===== config.mk =====
export PLATFORM = sky130hd
export DESIGN_NAME = apb_port_router_flat
export DESIGN_NICKNAME = d
export VERILOG_FILES = /design/src/rtl/apb_port_router_pkg.sv /design/src/rtl/apb_port_router_if.sv /design/src/rtl/apb_port_router_decode.sv /design/src/rtl/apb_port_router.sv /design/src/flat_wrapper.sv
export SDC_FILE = /design/constraint.sdc
export NUM_CORES = 1
export LEC_CHECK = 0
export ABC_AREA = 1
export CAP_MARGIN = 20
export CORE_ASPECT_RATIO = 0.6
export CORE_MARGIN = 5
export CORE_UTILIZATION = 25
export DETAILED_ROUTE_END_ITERATION = 16
export SLEW_MARGIN = 20
export SYNTH_ARGS = -nofsm -noshare
export SYNTH_HDL_FRONTEND = slang
export SYNTH_SLANG_ARGS = --single-unit

===== constraint.sdc =====
create_clock -name clk -period 1.7 [get_ports clk]
set_clock_uncertainty 0.15 [all_clocks]
set_input_delay 0.34 -clock clk [delete_from_list [all_inputs] [get_ports clk]]
set_output_delay 0.34 -clock clk [all_outputs]
set_load 0.02 [all_outputs]

===== src/rtl/apb_port_router_pkg.sv =====
// Shared types and default sizing for the APB port router.
package apb_router_pkg;

  localparam int NUM_PORTS_DEF = 6;
  localparam int PORT_BASE_DEF = 2;
  localparam int TIMEOUT_DEF   = 16;
  localparam int ADDR_W_DEF    = 12;
  localparam int DATA_W_DEF    = 32;
  localparam int SEL_W_DEF     = 3;

  typedef enum logic [2:0] {
    IDLE   = 3'd0,
    SETUP  = 3'd1,
    ACCESS = 3'd2,
    ERR    = 3'd3,
    WAIT   = 3'd4
  } state_e;

endpackage


===== src/rtl/apb_port_router_if.sv =====
// Request side and fanned-out APB peripheral side of the router in one bundle.
// Handshake: the master raises en and keeps it high until it sees the single-cycle
// ready pulse; slverr/rdata_out are valid with ready and hold until the next
// completion. en must drop before another transfer is started.
interface apb_port_router_if
  import apb_router_pkg::*;
#(
  parameter int NUM_PORTS = NUM_PORTS_DEF,
  parameter int ADDR_W    = ADDR_W_DEF,
  parameter int DATA_W    = DATA_W_DEF,
  parameter int SEL_W     = SEL_W_DEF
);

  logic                        en;
  logic                        wr_in;
  logic [SEL_W-1:0]            sel_port;
  logic [ADDR_W-1:0]           addr_in;
  logic [DATA_W-1:0]           data_in;
  logic                        ready;
  logic                        slverr;
  logic [DATA_W-1:0]           rdata_out;
  logic [NUM_PORTS-1:0]        psel;
  logic                        penable;
  logic [NUM_PORTS-1:0]        pwrite;
  logic [NUM_PORTS*ADDR_W-1:0] paddr;
  logic [NUM_PORTS*DATA_W-1:0] pwdata;
  logic [NUM_PORTS*DATA_W-1:0] prdata;
  logic [NUM_PORTS-1:0]        pready;

  modport master (
    output en, wr_in, sel_port, addr_in, data_in, prdata, pready,
    input  ready, slverr, rdata_out, psel, penable, pwrite, paddr, pwdata
  );

  modport slave (
    input  en, wr_in, sel_port, addr_in, data_in, prdata, pready,
    output ready, slverr, rdata_out, psel, penable, pwrite, paddr, pwdata
  );

endinterface


===== src/rtl/apb_port_router_decode.sv =====
// Maps a port code to a one-hot port vector; valid is low for codes outside the port window.
module apb_port_decode #(
  parameter int NUM_PORTS = 6,
  parameter int SEL_W     = 3,
  parameter int PORT_BASE = 2
) (
  input  logic [SEL_W-1:0]     sel_port_i,
  output logic [NUM_PORTS-1:0] onehot_o,
  output logic                 valid_o
);

  always_comb begin
    onehot_o = '0;
    for (int i = 0; i < NUM_PORTS; i++) begin
      onehot_o[i] = (int'(sel_port_i) == (PORT_BASE + i));
    end
    valid_o = |onehot_o;
  end

endmodule


===== src/rtl/apb_port_router.sv =====
// Single-master APB bridge that routes each transfer to one of NUM_PORTS peripherals,
// with an access timeout and an error response for unmapped port codes.
module apb_port_router
  import apb_router_pkg::*;
#(
  parameter int NUM_PORTS = NUM_PORTS_DEF,
  parameter int ADDR_W    = ADDR_W_DEF,
  parameter int DATA_W    = DATA_W_DEF,
  parameter int SEL_W     = SEL_W_DEF,
  parameter int PORT_BASE = PORT_BASE_DEF,
  parameter int TIMEOUT   = TIMEOUT_DEF
) (
  input  logic              clk,
  input  logic              rst,
  apb_port_router_if.slave  bus,
  output state_e            state_o
);

  localparam int CNT_W = (TIMEOUT > 0) ? $clog2(TIMEOUT + 1) : 1;

  state_e                      state_q;
  logic                        wr_q;
  logic [SEL_W-1:0]            sel_q;
  logic [ADDR_W-1:0]           addr_q;
  logic [DATA_W-1:0]           wdata_q;
  logic [CNT_W-1:0]            cnt_q;
  logic                        ready_q;
  logic                        slverr_q;
  logic [DATA_W-1:0]           rdata_q;
  logic [NUM_PORTS-1:0]        psel_q;
  logic                        penable_q;
  logic [NUM_PORTS-1:0]        pwrite_q;
  logic [NUM_PORTS*ADDR_W-1:0] paddr_q;
  logic [NUM_PORTS*DATA_W-1:0] pwdata_q;

  logic [NUM_PORTS-1:0]        dec_onehot;
  logic                        dec_valid;
  logic                        sel_pready;
  logic [DATA_W-1:0]           sel_prdata;
  logic [NUM_PORTS*ADDR_W-1:0] paddr_d;
  logic [NUM_PORTS*DATA_W-1:0] pwdata_d;
  logic                        timeout_hit;

  apb_port_decode #(
    .NUM_PORTS (NUM_PORTS),
    .SEL_W     (SEL_W),
    .PORT_BASE (PORT_BASE)
  ) u_decode (
    .sel_port_i (sel_q),
    .onehot_o   (dec_onehot),
    .valid_o    (dec_valid)
  );

  // psel_q is one-hot during a transfer, so masking isolates the selected port.
  always_comb begin
    sel_pready = |(bus.pready & psel_q);
    sel_prdata = '0;
    paddr_d    = '0;
    pwdata_d   = '0;
    for (int i = 0; i < NUM_PORTS; i++) begin
      if (psel_q[i]) sel_prdata = sel_prdata | bus.prdata[i*DATA_W +: DATA_W];
      if (dec_onehot[i]) begin
        paddr_d[i*ADDR_W +: ADDR_W]  = addr_q;
        pwdata_d[i*DATA_W +: DATA_W] = wdata_q;
      end
    end
  end

  assign timeout_hit = (TIMEOUT > 0) && (cnt_q == CNT_W'(TIMEOUT - 1));

  always_ff @(posedge clk) begin
    if (rst) begin
      state_q   <= IDLE;
      wr_q      <= 1'b0;
      sel_q     <= '0;
      addr_q    <= '0;
      wdata_q   <= '0;
      cnt_q     <= '0;
      ready_q   <= 1'b0;
      slverr_q  <= 1'b0;
      rdata_q   <= '0;
      psel_q    <= '0;
      penable_q <= 1'b0;
      pwrite_q  <= '0;
      paddr_q   <= '0;
      pwdata_q  <= '0;
    end else begin
      ready_q <= 1'b0;
      case (state_q)
        IDLE: begin
          if (bus.en) begin
            wr_q    <= bus.wr_in;
            sel_q   <= bus.sel_port;
            addr_q  <= bus.addr_in;
            wdata_q <= bus.data_in;
            state_q <= SETUP;
          end
        end
        SETUP: begin
          cnt_q     <= '0;
          penable_q <= 1'b0;
          if (dec_valid) begin
            psel_q   <= dec_onehot;
            pwrite_q <= wr_q ? dec_onehot : '0;
            paddr_q  <= paddr_d;
            pwdata_q <= pwdata_d;
            state_q  <= ACCESS;
          end else begin
            psel_q   <= '0;
            pwrite_q <= '0;
            paddr_q  <= '0;
            pwdata_q <= '0;
            ready_q  <= 1'b1;
            slverr_q <= 1'b1;
            rdata_q  <= '0;
            state_q  <= ERR;
          end
        end
        ACCESS: begin
          // First ACCESS cycle is the APB setup phase; pready is only sampled once penable is up.
          if (!penable_q) begin
            penable_q <= 1'b1;
          end else if (sel_pready) begin
            ready_q   <= 1'b1;
            slverr_q  <= 1'b0;
            rdata_q   <= wr_q ? '0 : sel_prdata;
            psel_q    <= '0;
            penable_q <= 1'b0;
            pwrite_q  <= '0;
            state_q   <= WAIT;
          end else if (timeout_hit) begin
            ready_q   <= 1'b1;
            slverr_q  <= 1'b1;
            rdata_q   <= '0;
            psel_q    <= '0;
            penable_q <= 1'b0;
            pwrite_q  <= '0;
            state_q   <= WAIT;
          end else begin
            cnt_q <= cnt_q + CNT_W'(1);
          end
        end
        ERR: begin
          state_q <= WAIT;
        end
        WAIT: begin
          if (!bus.en) state_q <= IDLE;
        end
        default: begin
          state_q <= IDLE;
        end
      endcase
    end
  end

  assign bus.ready     = ready_q;
  assign bus.slverr    = slverr_q;
  assign bus.rdata_out = rdata_q;
  assign bus.psel      = psel_q;
  assign bus.penable   = penable_q;
  assign bus.pwrite    = pwrite_q;
  assign bus.paddr     = paddr_q;
  assign bus.pwdata    = pwdata_q;
  assign state_o       = state_q;

endmodule


===== src/flat_wrapper.sv =====
// flat-port wrapper written by rule: the top's interface ports become plain ports
module apb_port_router_flat import apb_router_pkg::*;
#(
  parameter int NUM_PORTS = NUM_PORTS_DEF,
  parameter int ADDR_W    = ADDR_W_DEF,
  parameter int DATA_W    = DATA_W_DEF,
  parameter int SEL_W     = SEL_W_DEF,
  parameter int PORT_BASE = PORT_BASE_DEF,
  parameter int TIMEOUT   = TIMEOUT_DEF
)
  (clk, rst, state_o, bus_en, bus_wr_in, bus_sel_port, bus_addr_in, bus_data_in, bus_prdata, bus_pready, bus_ready, bus_slverr, bus_rdata_out, bus_psel, bus_penable, bus_pwrite, bus_paddr, bus_pwdata);
  apb_port_router_if #(.NUM_PORTS(NUM_PORTS), .ADDR_W(ADDR_W), .DATA_W(DATA_W), .SEL_W(SEL_W)) bus_i ();
  input  logic clk;
  input  logic rst;
  output state_e state_o;
  input wire logic [$bits(bus_i.en)-1:0] bus_en;
  input wire logic [$bits(bus_i.wr_in)-1:0] bus_wr_in;
  input wire logic [$bits(bus_i.sel_port)-1:0] bus_sel_port;
  input wire logic [$bits(bus_i.addr_in)-1:0] bus_addr_in;
  input wire logic [$bits(bus_i.data_in)-1:0] bus_data_in;
  input wire logic [$bits(bus_i.prdata)-1:0] bus_prdata;
  input wire logic [$bits(bus_i.pready)-1:0] bus_pready;
  output wire logic [$bits(bus_i.ready)-1:0] bus_ready;
  output wire logic [$bits(bus_i.slverr)-1:0] bus_slverr;
  output wire logic [$bits(bus_i.rdata_out)-1:0] bus_rdata_out;
  output wire logic [$bits(bus_i.psel)-1:0] bus_psel;
  output wire logic [$bits(bus_i.penable)-1:0] bus_penable;
  output wire logic [$bits(bus_i.pwrite)-1:0] bus_pwrite;
  output wire logic [$bits(bus_i.paddr)-1:0] bus_paddr;
  output wire logic [$bits(bus_i.pwdata)-1:0] bus_pwdata;
  assign bus_i.en = bus_en;
  assign bus_i.wr_in = bus_wr_in;
  assign bus_i.sel_port = bus_sel_port;
  assign bus_i.addr_in = bus_addr_in;
  assign bus_i.data_in = bus_data_in;
  assign bus_i.prdata = bus_prdata;
  assign bus_i.pready = bus_pready;
  assign bus_ready = bus_i.ready;
  assign bus_slverr = bus_i.slverr;
  assign bus_rdata_out = bus_i.rdata_out;
  assign bus_psel = bus_i.psel;
  assign bus_penable = bus_i.penable;
  assign bus_pwrite = bus_i.pwrite;
  assign bus_paddr = bus_i.paddr;
  assign bus_pwdata = bus_i.pwdata;
  apb_port_router #(.NUM_PORTS(NUM_PORTS), .ADDR_W(ADDR_W), .DATA_W(DATA_W), .SEL_W(SEL_W), .PORT_BASE(PORT_BASE), .TIMEOUT(TIMEOUT)) u_core (.clk(clk), .rst(rst), .bus(bus_i), .state_o(state_o));
endmodule

* Yosys cells after proc, flatten, opt, wreduce, memory -nomap -nowiden *
Index checks and enable logic that the tools add are counted.

operators by class
  add/sub/neg operators = 1
  multiplexer cells = 59
  equality and inequality tests = 18
  bitwise operators = 6
  reductions and logical operators = 9

operators with widths
  cell                                            number
  two-way mux 32 bit                              17
  two-way mux 192 bit                             1
  OR 32 bit                                       5
  two-way mux 12 bit                              6
  two-way mux 72 bit                              1
  case mux 32 bit (2 select lines)                1
  two-way mux 6 bit                               6
  case mux 6 bit (2 select lines)                 2
  == test 3 bit (second input constant)           5
  two-way mux 3 bit                               5
  two-way mux 5 bit                               3
  case mux 3 bit (5 select lines)                 1
  two-way mux 1 bit                               12
  AND reduction 4 bit                             3
  OR reduction 6 bit                              2
  inequality test 2 bit (second input constant)   5
  case mux 5 bit (2 select lines)                 1
  == test 3 x 2 -> 1 bit (second input constant)  3
  bitwise AND 6 bit                               1
  == test 3 x 1 -> 1 bit (second input constant)  2
  case mux 1 bit (2 select lines)                 3
  adder 5 x 1 -> 5 bit (second input constant)    1
  == test 5 x 4 -> 1 bit (second input constant)  1
  logical NOT 3 bit                               1
  5 further kinds                                 5

storage, ports and cells
  bits in registers = 367
  input port bits = 249
  output and inout port bits = 314

* Longest topological paths before layout *
Gate-level depths: netlist (run 1).

  depth in word-level cells = 15
  mapped depth = 11

* Modules after synthesis *
Synthesis (run 1) repeated with hierarchy kept, for this count alone.

unflattened totals
  cell total of the unflattened synthesis = 1837
  area total of the unflattened synthesis = 13818.3 µm²

by module, submodules not included
  module           times used  area each (µm²)  seq. area each (µm²)  cells an instance
  apb_port_router  1           13769.5          7347.0                1824
  apb_port_decode  1           48.8             0.0                   13

* Worst setup path before layout (run 1) *
OpenSTA, ideal clock, no wires.

  path kind = register to register
  start = register u_core.cnt_q[0]
  end = register u_core.rdata_q[10], in the netlist u_core.bus.rdata_out[10]
  stages on the path, launching flop included = 12
  path buffers = 1
  arrival time = 1.462 ns
  path slack = -0.040 ns
  clock period less this slack = 1.740 ns
  path through = dfxtp_1 -> ha_1 -> nand2_1 -> nor2_1 -> ha_1 -> nor2_2 -> nand3_2 -> nand3_2 -> buf_2 -> nand2_1 -> nand2_1 -> nor2_1

between the ends
  word-level cells in the longest chain between the ends = 3

RTL lines
  element                                          line                    text
  start: declaration                               apb_port_router.sv:26   logic [CNT_W-1:0] cnt_q;
  start signal: assignment                         apb_port_router.sv:140  cnt_q <= cnt_q + CNT_W'(1);
  == test 5 x 4 -> 1 bit                           apb_port_router.sv:69   assign timeout_hit = (TIMEOUT > 0) && (cnt_q == CNT_W'(TIMEOUT - 1));
  inequality test 3 x 1 -> 1 bit (no source line)  n/a
  AND reduction 4 bit (no source line)             n/a
  end signal: assignment                           apb_port_router.sv:126  rdata_q <= wr_q ? '0 : sel_prdata;
  end: declaration                                 apb_port_router.sv:29   logic [DATA_W-1:0] rdata_q;

Every way passes these cells.
A chain may end at the register's enable or synchronous reset.

* Worst setup path in the final report (run 1) *
  start = register u_core.cnt_q[0]
  end = register u_core.rdata_q[4], in the netlist u_core.bus.rdata_out[4]

The elaborated chain is that of the path after synthesis.

==> impl_metrics.prom, run 1 <==
# TYPE chip_impl_metric gauge
chip_impl_metric{name="track_usage",unit="%"} 19.2
chip_impl_metric{name="post-dp-hpwl",unit="mm"} 46.1
chip_impl_metric{name="first_global_vias",unit=""} 14900
chip_impl_info{name="setup_repair_after_global_routing_missed_its_margin",value="true"} 1
chip_impl_metric{name="total_leakage_power",unit="nW"} 8.94
chip_impl_metric{name="detail_routed_net_length_per_standard_cell",unit="um"} 19.5
chip_impl_metric{name="power_per_cell_area",unit="nW/um^2"} 1280
chip_impl_metric{name="syn-instance-count",unit=""} 1857
chip_impl_metric{name="drt_iter0_markers",unit=""} 1006
chip_impl_metric{name="route.vias.total",unit=""} 15100
chip_impl_metric{name="ys_seq_area_share",unit="%"} 52.5
chip_impl_metric{name="drt.antenna.violating_nets",unit=""} 0
chip_impl_metric{name="worst_slew_margin_rel",unit="%"} 73.7
chip_impl_metric{name="worst-path-buf-inv",unit=""} 2
chip_impl_metric{name="syn-num-nets",unit=""} 2108
chip_impl_metric{name="clock_pin_slew_of_the_registers_on_the_worst_case_setup_and_hold_paths",unit="ns"} 0.07
chip_impl_info{name="outcome",value="complete, but fails checks"} 1
chip_impl_info{name="crit_path_start_kind",value="flip-flop"} 1
chip_impl_metric{name="boundaryPins",unit=""} 563
chip_impl_metric{name="timing.final.crit_share",unit="%"} 106
chip_impl_metric{name="ctsHtreeMaxLevel",unit=""} 2
chip_impl_metric{name="finalWirelength",unit="mm"} 62.7
chip_impl_metric{name="post_synth_edffs",unit=""} 0
chip_impl_metric{name="cts_buf_count",unit=""} 39
chip_impl_metric{name="worst_skew_pair.late_latency",unit="ns"} 0.54
chip_impl_metric{name="grt_overflow_total",unit=""} 0
chip_impl_info{name="synth_flop_cell",value="dfxtp_1"} 1
chip_impl_info{name="cts_root_buf",value="clkbuf_16"} 1
chip_impl_metric{name="detail_route.wirelength.met1",unit="mm"} 28.4
chip_impl_info{name="crit_path_cell_trace",value="ha_4, nand2_4, nor2_4, ha_4, nor2_2, nand3_2, buf_6, nand2_4, nor2_4, buf_6, nand2_2, nand2_1, nor2_1"} 1
chip_impl_metric{name="drtPass1Iterations",unit=""} 5
chip_impl_metric{name="cap_violations",unit=""} 0
chip_impl_metric{name="antenna_violations_before_repair",unit=""} 2
chip_impl_info{name="timing.hold.worst.class",value="input port to flip-flop"} 1
chip_impl_metric{name="ys_warn_count",unit=""} 0
chip_impl_metric{name="detail_route.drc_violations",unit=""} 0
chip_impl_info{name="crit_slowest_cell",value="dfxtp_2"} 1
chip_impl_info{name="worstSetupPathType",value="flip-flop to flip-flop"} 1
chip_impl_metric{name="layout.nets",unit=""} 2675
chip_impl_metric{name="routed-wl-met2",unit="mm"} 28.0
chip_impl_metric{name="fp.dieH",unit="um"} 193
chip_impl_metric{name="placed_cells",unit=""} 3135
chip_impl_info{name="tritoncts_clock_tree",value="built"} 1
chip_impl_metric{name="num-fill-cells",unit=""} 5638
chip_impl_metric{name="critical_path.max_stage_delay",unit="ns"} 0.35
chip_impl_metric{name="critical_path_cell_count",unit=""} 13
chip_impl_metric{name="cts-hold-fix-buffers",unit=""} 0
chip_impl_metric{name="max_clock_freq",unit="MHz"} 557
chip_impl_metric{name="worst-endpoint-required",unit="ns"} 1.96
chip_impl_info{name="top_layer_used",value="met5"} 1
chip_impl_metric{name="synth.cell_area",unit="um^2"} 14000
chip_impl_metric{name="clk_path_buf_depth",unit=""} 3
chip_impl_metric{name="vias_per_cell",unit=""} 4.70
chip_impl_metric{name="number_of_synthesized_register_bits",unit=""} 367
chip_impl_metric{name="final_layout_size_suffix_gt1_share",unit="%"} 22.7
chip_impl_metric{name="top_cell_type_s_share_of_synthesized_area",unit="%"} 52.5
chip_impl_info{name="violations",value="negative setup slack"} 1
chip_impl_info{name="crit_path_end_kind",value="flip-flop"} 1
chip_impl_info{name="yosys.cell_count.top_type",value="nand2_1"} 1
chip_impl_metric{name="period_minus_slack",unit="ns"} 1.79
chip_impl_metric{name="std_cell_rows",unit=""} 67
chip_impl_metric{name="core",unit="um^2"} 55600
chip_impl_metric{name="cts_num_sinks",unit=""} 367
chip_impl_metric{name="power.ir.vdd_worst",unit="mV"} 0.621
chip_impl_metric{name="synth_async_sr_flop_share",unit="%"} 0
chip_impl_metric{name="reg2reg_depth",unit=""} 13
chip_impl_metric{name="critPathArrivalTime",unit="ns"} 2.05
chip_impl_metric{name="route.met3.wl",unit="mm"} 4.71
chip_impl_metric{name="fin_cells",unit=""} 3212
chip_impl_metric{name="grt_start_max_net_pins",unit=""} 84
chip_impl_metric{name="finalWeightedCongestion",unit=""} 0.873
chip_impl_info{name="synth.area.top_cells",value="dfxtp_1, o21ai_0, nand3_1"} 1
chip_impl_metric{name="flow.area_growth_from_synthesis",unit="%"} 59.4
chip_impl_metric{name="syn_avg_cell_area",unit="um^2"} 7.54
chip_impl_metric{name="timing_worst_slew_pin_value",unit="ns"} 0.392
chip_impl_metric{name="initial_core_utilization",unit="%"} 25.2
chip_impl_metric{name="timing.final.hold_violations",unit=""} 0
chip_impl_metric{name="setup_tns",unit="ns"} -2.26
chip_impl_metric{name="global_route_wire_length_before_repair",unit="mm"} 92.3
chip_impl_metric{name="fp.dieW",unit="um"} 315
chip_impl_metric{name="critical_path.max_fanout",unit=""} 5
chip_impl_metric{name="final_max_slew_viol_count",unit=""} 0
chip_impl_metric{name="synth.lib_cells_used.distinct",unit=""} 25
chip_impl_metric{name="die_area",unit="um^2"} 61000
chip_impl_info{name="synth.largest_area_cell",value="dfxtp_1"} 1
chip_impl_metric{name="worst_slack",unit="ns"} -0.0939
chip_impl_metric{name="place.port_buffers",unit=""} 562
chip_impl_metric{name="setup_viol_count_final",unit=""} 45
chip_impl_metric{name="hold_path_depth",unit=""} 3
chip_impl_info{name="critical_path.top_delay_family",value="simple AND/OR/NAND/NOR gates"} 1
chip_impl_info{name="synthTopCellsByCount",value="nand2_1, dfxtp_1, o21ai_0, nand3_1, nor2_1"} 1
through the flow:
step           hold WS (ns)  utilization (%)  setup slack (ns)  total power (W)  area (um^2)
6_report              0.272             40.1           -0.0939           0.0285        22300
5_1_grt               0.256             40.1            -0.169           0.0302        22300
4_1_cts               0.232             41.1            -0.134           0.0283        22800
3_5_place_dp          0.301             38.4            -0.337           0.0196        21300
3_3_place_gp          0.299             38.4            -0.306           0.0194        21300
2_1_floorplan         0.291                -           -0.0118           0.0152        14000
what timing repair did:
| action | in CTS | in global routing |
|---|---|---|
| setup endpoints to repair | 366 | 351 |
| pin swaps | 0 | 11 |
| buffers inserted | 1 | 2 |
| resized for setup | 952 | 218 |
| gates cloned | 1 | 3 |
area by class of cell:
type                            instances  area [um^2]  share of cell area [%]
Inverter                               62          253                    1.13
Clock buffer                           53         1120                    5.02
Tap cell                              759          950                    4.26
Multi-Input combinational cell       1281         6010                    26.9
Clock inverter                         15          164                   0.735
Sequential cell                       367         7370                    33.0
Antenna cell                            2         5.00                  0.0224
Timing Repair Buffer                  673         6440                    28.9
worst paths after layout:
path	from	end	slack, ns
max	u_core.cnt_q[0]	u_core.bus.rdata_out[4]	-0.09
min	bus_addr_in[6]	u_core.addr_q[6]	0.27
max reg2reg	u_core.cnt_q[0]	u_core.bus.rdata_out[4]	-0.09
min reg2reg	u_core.bus.pwrite[2]	u_core.bus.pwrite[2]	0.31
worst min-delay path: stages:
cell and delay (ns):
clkdlybuf4s50_1 0.39, o21ai_0 0.15, nor2_1 0.05
logic make-up (layout without fill, tap and decap cells):
logic type,count (synthesis),in the layout,share of synthesized area (%)
other cells,0,2,0
xor+xnor,1,1,0.0626
buf+inv,209,803,6.02
compound gates,359,359,13.3
simple gates,919,919,28.0
fa+ha+maj,2,2,0.179
flops,367,367,52.5
per-layer routing:
layer | up-vias | global-route usage [%]
met2 | 468 | 30.4
met3 | 105 | 5.35
met4 | 2 | 4.68
met1 | 7210 | 26.0
met5 | - | 0
li1 | 7314 | -
state kept, by name, indices dropped and copies added, names as in the netlist, 5 cells and up:
name and cells:
u_core.addr_q 12, u_core.bus.paddr 72, u_core.bus.psel 6, u_core.bus.pwdata 192, u_core.bus.pwrite 6, u_core.bus.rdata_out 32, u_core.cnt_q 5, u_core.wdata_q 32
report_power, final:
part | total, W | switching, W | internal [W]
logic | 0.00987 | 0.00615 | 0.00372
registers | 0.0100 | 0.000541 | 0.00950
clock network | 0.00863 | 0.00367 | 0.00496
layout by cell type (no fill, tap or decap), types with 6 or more instances in the layout:
| master | instances |
|---|---|
| clkbuf_16 | 43 |
| clkbuf_1 | 6 |
| buf_4 | 64 |
| inv_1 | 56 |
| dfxtp_1 | 356 |
| o21ai_0 | 312 |
| dfxtp_2 | 7 |
| buf_2 | 116 |
| clkdlybuf4s50_1 | 248 |
| clkbuf_2 | 45 |
| nand2_2 | 26 |
| nor2_1 | 182 |
| clkbuf_8 | 7 |
| nand3_1 | 304 |
| a21oi_1 | 18 |
| nor2_2 | 12 |
| buf_12 | 43 |
| clkdlybuf4s15_2 | 148 |
| nand4_1 | 17 |
| nand2_1 | 363 |
| a211oi_1 | 23 |
(Power assumes the default switching activity.)
==> run 2, diff against run 1 <==
--- a/config.mk
+++ b/config.mk
@@ -8,7 +8,7 @@
 export ABC_AREA = 1
 export CAP_MARGIN = 20
 export CORE_ASPECT_RATIO = 0.6
-export CORE_MARGIN = 5
+export CORE_MARGIN = 2
 export CORE_UTILIZATION = 25
 export DETAILED_ROUTE_END_ITERATION = 16
 export SLEW_MARGIN = 20
==> run 2 against run 1 <==
First-iteration DRC count grew 3.8%. Core utilization grew 2.6 points. Clock power rose by 4.4%. Cell area grew 6.4%. Total power increased by 15%. Die area is 4.9% lower. Routed wire length rose by 4.8%. Hold slack worse by 0.016 ns. Via count is 2.7% higher. The flow still finishes with violations (negative setup slack). Flip-flop and latch count stayed put. Sequential power barely moved. Combinational power is 40% higher.
==> impl_metrics.prom, run 2 (synthesized netlist as in run 1, its figures left out) <==
# TYPE chip_impl_metric gauge
chip_impl_metric{name="layout.nets",unit=""} 2717
chip_impl_info{name="min_from",value="bus_addr_in[2]"} 1
chip_impl_metric{name="cts_buf_count",unit=""} 39
chip_impl_info{name="final_common_cell",value="nand2_1"} 1
chip_impl_metric{name="vias_per_cell",unit=""} 4.77
chip_impl_metric{name="antenna_violations_before_repair",unit=""} 3
chip_impl_metric{name="timing_worst_slew_pin_value",unit="ns"} 0.425
chip_impl_metric{name="worst_slack",unit="ns"} -0.179
chip_impl_metric{name="pre_cts_ws",unit="ns"} -0.348
chip_impl_metric{name="flow.area_growth_from_synthesis",unit="%"} 69.6
chip_impl_info{name="setup_repair_after_global_routing_missed_its_margin",value="true"} 1
chip_impl_metric{name="drt.antenna.violating_nets",unit=""} 0
chip_impl_metric{name="worst-endpoint-required",unit="ns"} 1.97
chip_impl_metric{name="power_per_cell_area",unit="nW/um^2"} 1380
chip_impl_metric{name="worst_slew_margin_rel",unit="%"} 71.7
chip_impl_metric{name="max_clock_freq",unit="MHz"} 532
chip_impl_info{name="worstSetupPathType",value="flip-flop to flip-flop"} 1
chip_impl_metric{name="detail_routed_net_length_per_standard_cell",unit="um"} 20.2
chip_impl_metric{name="ctsHtreeMaxLevel",unit=""} 2
chip_impl_metric{name="timing.reg2reg.setup_slack",unit="ns"} -0.18
chip_impl_metric{name="die_area",unit="um^2"} 58000
chip_impl_metric{name="global_route_wire_length_before_repair",unit="mm"} 90.4
chip_impl_metric{name="critical_path.max_fanout",unit=""} 12
chip_impl_metric{name="post-dp-hpwl",unit="mm"} 43.6
chip_impl_metric{name="final_layout_size_suffix_gt1_share",unit="%"} 28.9
chip_impl_metric{name="boundaryPins",unit=""} 563
chip_impl_info{name="cts_root_buf",value="clkbuf_16"} 1
chip_impl_metric{name="route.vias.total",unit=""} 15500
chip_impl_metric{name="clk_path_buf_depth",unit=""} 3
chip_impl_metric{name="worst_skew_pair.late_latency",unit="ns"} 0.55
chip_impl_info{name="layout.cells.most_common_list",value="nand2_1, dfxtp_1, clkdlybuf4s50_1"} 1
chip_impl_metric{name="drtPass1Iterations",unit=""} 5
chip_impl_metric{name="timing.final.crit_share",unit="%"} 111
chip_impl_metric{name="grt_start_max_net_pins",unit=""} 80
chip_impl_metric{name="setup_viol_count_final",unit=""} 193
chip_impl_info{name="tritoncts_clock_tree",value="built"} 1
chip_impl_metric{name="detail_route.drc_violations",unit=""} 0
chip_impl_metric{name="drt_iter0_markers",unit=""} 1044
chip_impl_metric{name="fin_cells",unit=""} 3253
chip_impl_info{name="crit_path_end_kind",value="flip-flop"} 1
chip_impl_metric{name="finalWirelength",unit="mm"} 65.7
chip_impl_metric{name="track_usage",unit="%"} 20.3
chip_impl_info{name="crit-reg2reg-capture",value="u_core.bus.rdata_out[16]"} 1
chip_impl_metric{name="fp.dieH",unit="um"} 187
chip_impl_metric{name="period_minus_slack",unit="ns"} 1.88
chip_impl_info{name="violations",value="negative setup slack"} 1
chip_impl_metric{name="final_max_slew_viol_count",unit=""} 0
chip_impl_metric{name="power.ir.vdd_worst",unit="mV"} 0.903
chip_impl_metric{name="cts-hold-fix-buffers",unit=""} 0
chip_impl_metric{name="total_leakage_power",unit="nW"} 9.48
chip_impl_metric{name="hold_path_depth",unit=""} 3
chip_impl_metric{name="cap_violations",unit=""} 0
chip_impl_metric{name="largest_register_ff_count",unit=""} 192
chip_impl_metric{name="core",unit="um^2"} 55600
chip_impl_info{name="r2r-start",value="u_core.cnt_q[0]"} 1
chip_impl_metric{name="placed_cells",unit=""} 3125
chip_impl_info{name="outcome",value="complete, but fails checks"} 1
chip_impl_metric{name="first_global_vias",unit=""} 14600
chip_impl_metric{name="reg2reg_depth",unit=""} 12
chip_impl_metric{name="std_cell_rows",unit=""} 67
chip_impl_info{name="timing.hold.worst.class",value="input port to flip-flop"} 1
chip_impl_metric{name="grt_overflow_total",unit=""} 0
chip_impl_metric{name="timing.final.hold_violations",unit=""} 0
chip_impl_metric{name="critPathArrivalTime",unit="ns"} 2.15
chip_impl_metric{name="place.port_buffers",unit=""} 562
chip_impl_metric{name="clock_pin_slew_of_the_registers_on_the_worst_case_setup_and_hold_paths",unit="ns"} 0.07
chip_impl_metric{name="initial_core_utilization",unit="%"} 25.2
chip_impl_info{name="crit_path_start_kind",value="flip-flop"} 1
chip_impl_metric{name="cts_num_sinks",unit=""} 367
chip_impl_metric{name="finalWeightedCongestion",unit=""} 0.899
chip_impl_metric{name="fp.dieW",unit="um"} 309
chip_impl_info{name="worst_min_delay_path_endpoint",value="u_core.addr_q[2]"} 1
run 2: cell types whose count changed in the layout (fill, tap and decap cells not counted), moves of 13 or more:
cell	change
clkbuf_2	-33
buf_2	+52
o21ai_1	+100
clkdlybuf4s15_2	-22
nand3_2	+104
nand3_1	-106
o21ai_0	-111
buf_6	+13
run 2: power by group:
part	internal [W]	switching, W	leakage, nW
sequential	0.00950	0.000506	2.98
combinational	0.00611	0.00771	5.87
clock	0.00529	0.00372	0.639
run 2: cell type report:
class,count,area (um^2)
Clock inverter,21,298
Multi-Input combinational cell,1281,6590
Timing Repair Buffer,715,7250
Fill cell,5529,31800
Inverter,62,253
Antenna cell,2,5.00
Sequential cell,367,7370
Tap cell,759,950
Clock buffer,46,1030
run 2: stage by stage:
| stage | power [W] | hold slack [ns] | utilization [%] | instance area (um^2) | TNS, ns |
|---|---|---|---|---|---|
| 2_1_floorplan | 0.0152 | 0.291 | - | 14000 | -0.0920 |
| 3_3_place_gp | 0.0194 | 0.301 | 38.2 | 21200 | -44.42 |
| 3_5_place_dp | 0.0195 | 0.305 | 38.2 | 21200 | -48.56 |
| 4_1_cts | 0.0299 | 0.219 | 41.5 | 23100 | -4.87 |
| 5_1_grt | 0.0345 | 0.240 | 42.7 | 23700 | -27.32 |
| 6_report | 0.0328 | 0.256 | 42.7 | 23700 | -14.20 |
run 2: how the worst max path moves through the flow:
stage	startpoint	to	slack (ns)
4_1_cts	u_core.cnt_q[0]	u_core.bus.rdata_out[16]	-0.16
6_report	u_core.cnt_q[0]	u_core.bus.rdata_out[16]	-0.18
3_3_place_gp	bus_pready[5]	u_core.bus.rdata_out[30]	-0.28
3_5_place_dp	bus_pready[5]	u_core.bus.rdata_out[16]	-0.35
5_1_grt	u_core.cnt_q[0]	u_core.bus.rdata_out[20]	-0.24
2_1_floorplan	u_core.cnt_q[1]	u_core.bus.slverr	-0.01
run 2: critical path: stages, from the launching register on:
cell	delay, ns
dfxtp_4	0.36
ha_4	0.16
nand2_2	0.06
nor2_2	0.04
ha_2	0.19
nor2_2	0.10
nand3_2	0.11
nand3_4	0.13
buf_12	0.14
buf_12	0.14
nand2_1	0.06
nand2_1	0.06
nor2_1	0.05
run 2: routing by layer:
layer	track usage [%]	vias to the layer above	part of all wire (%)
met5	0	-	0
met4	5.30	0	2.5
met2	30.7	568	44
li1	-	7410	-
met1	28.1	7427	46
met3	5.71	105	8.1
run 2: what timing repair did:
item | in CTS | in global routing
endpoints found under the setup margin | 521 | 397
setup buffers | 6 | 21
pin swaps | 20 | 6
resized for setup | 1050 | 453
cloned | 8 | 26
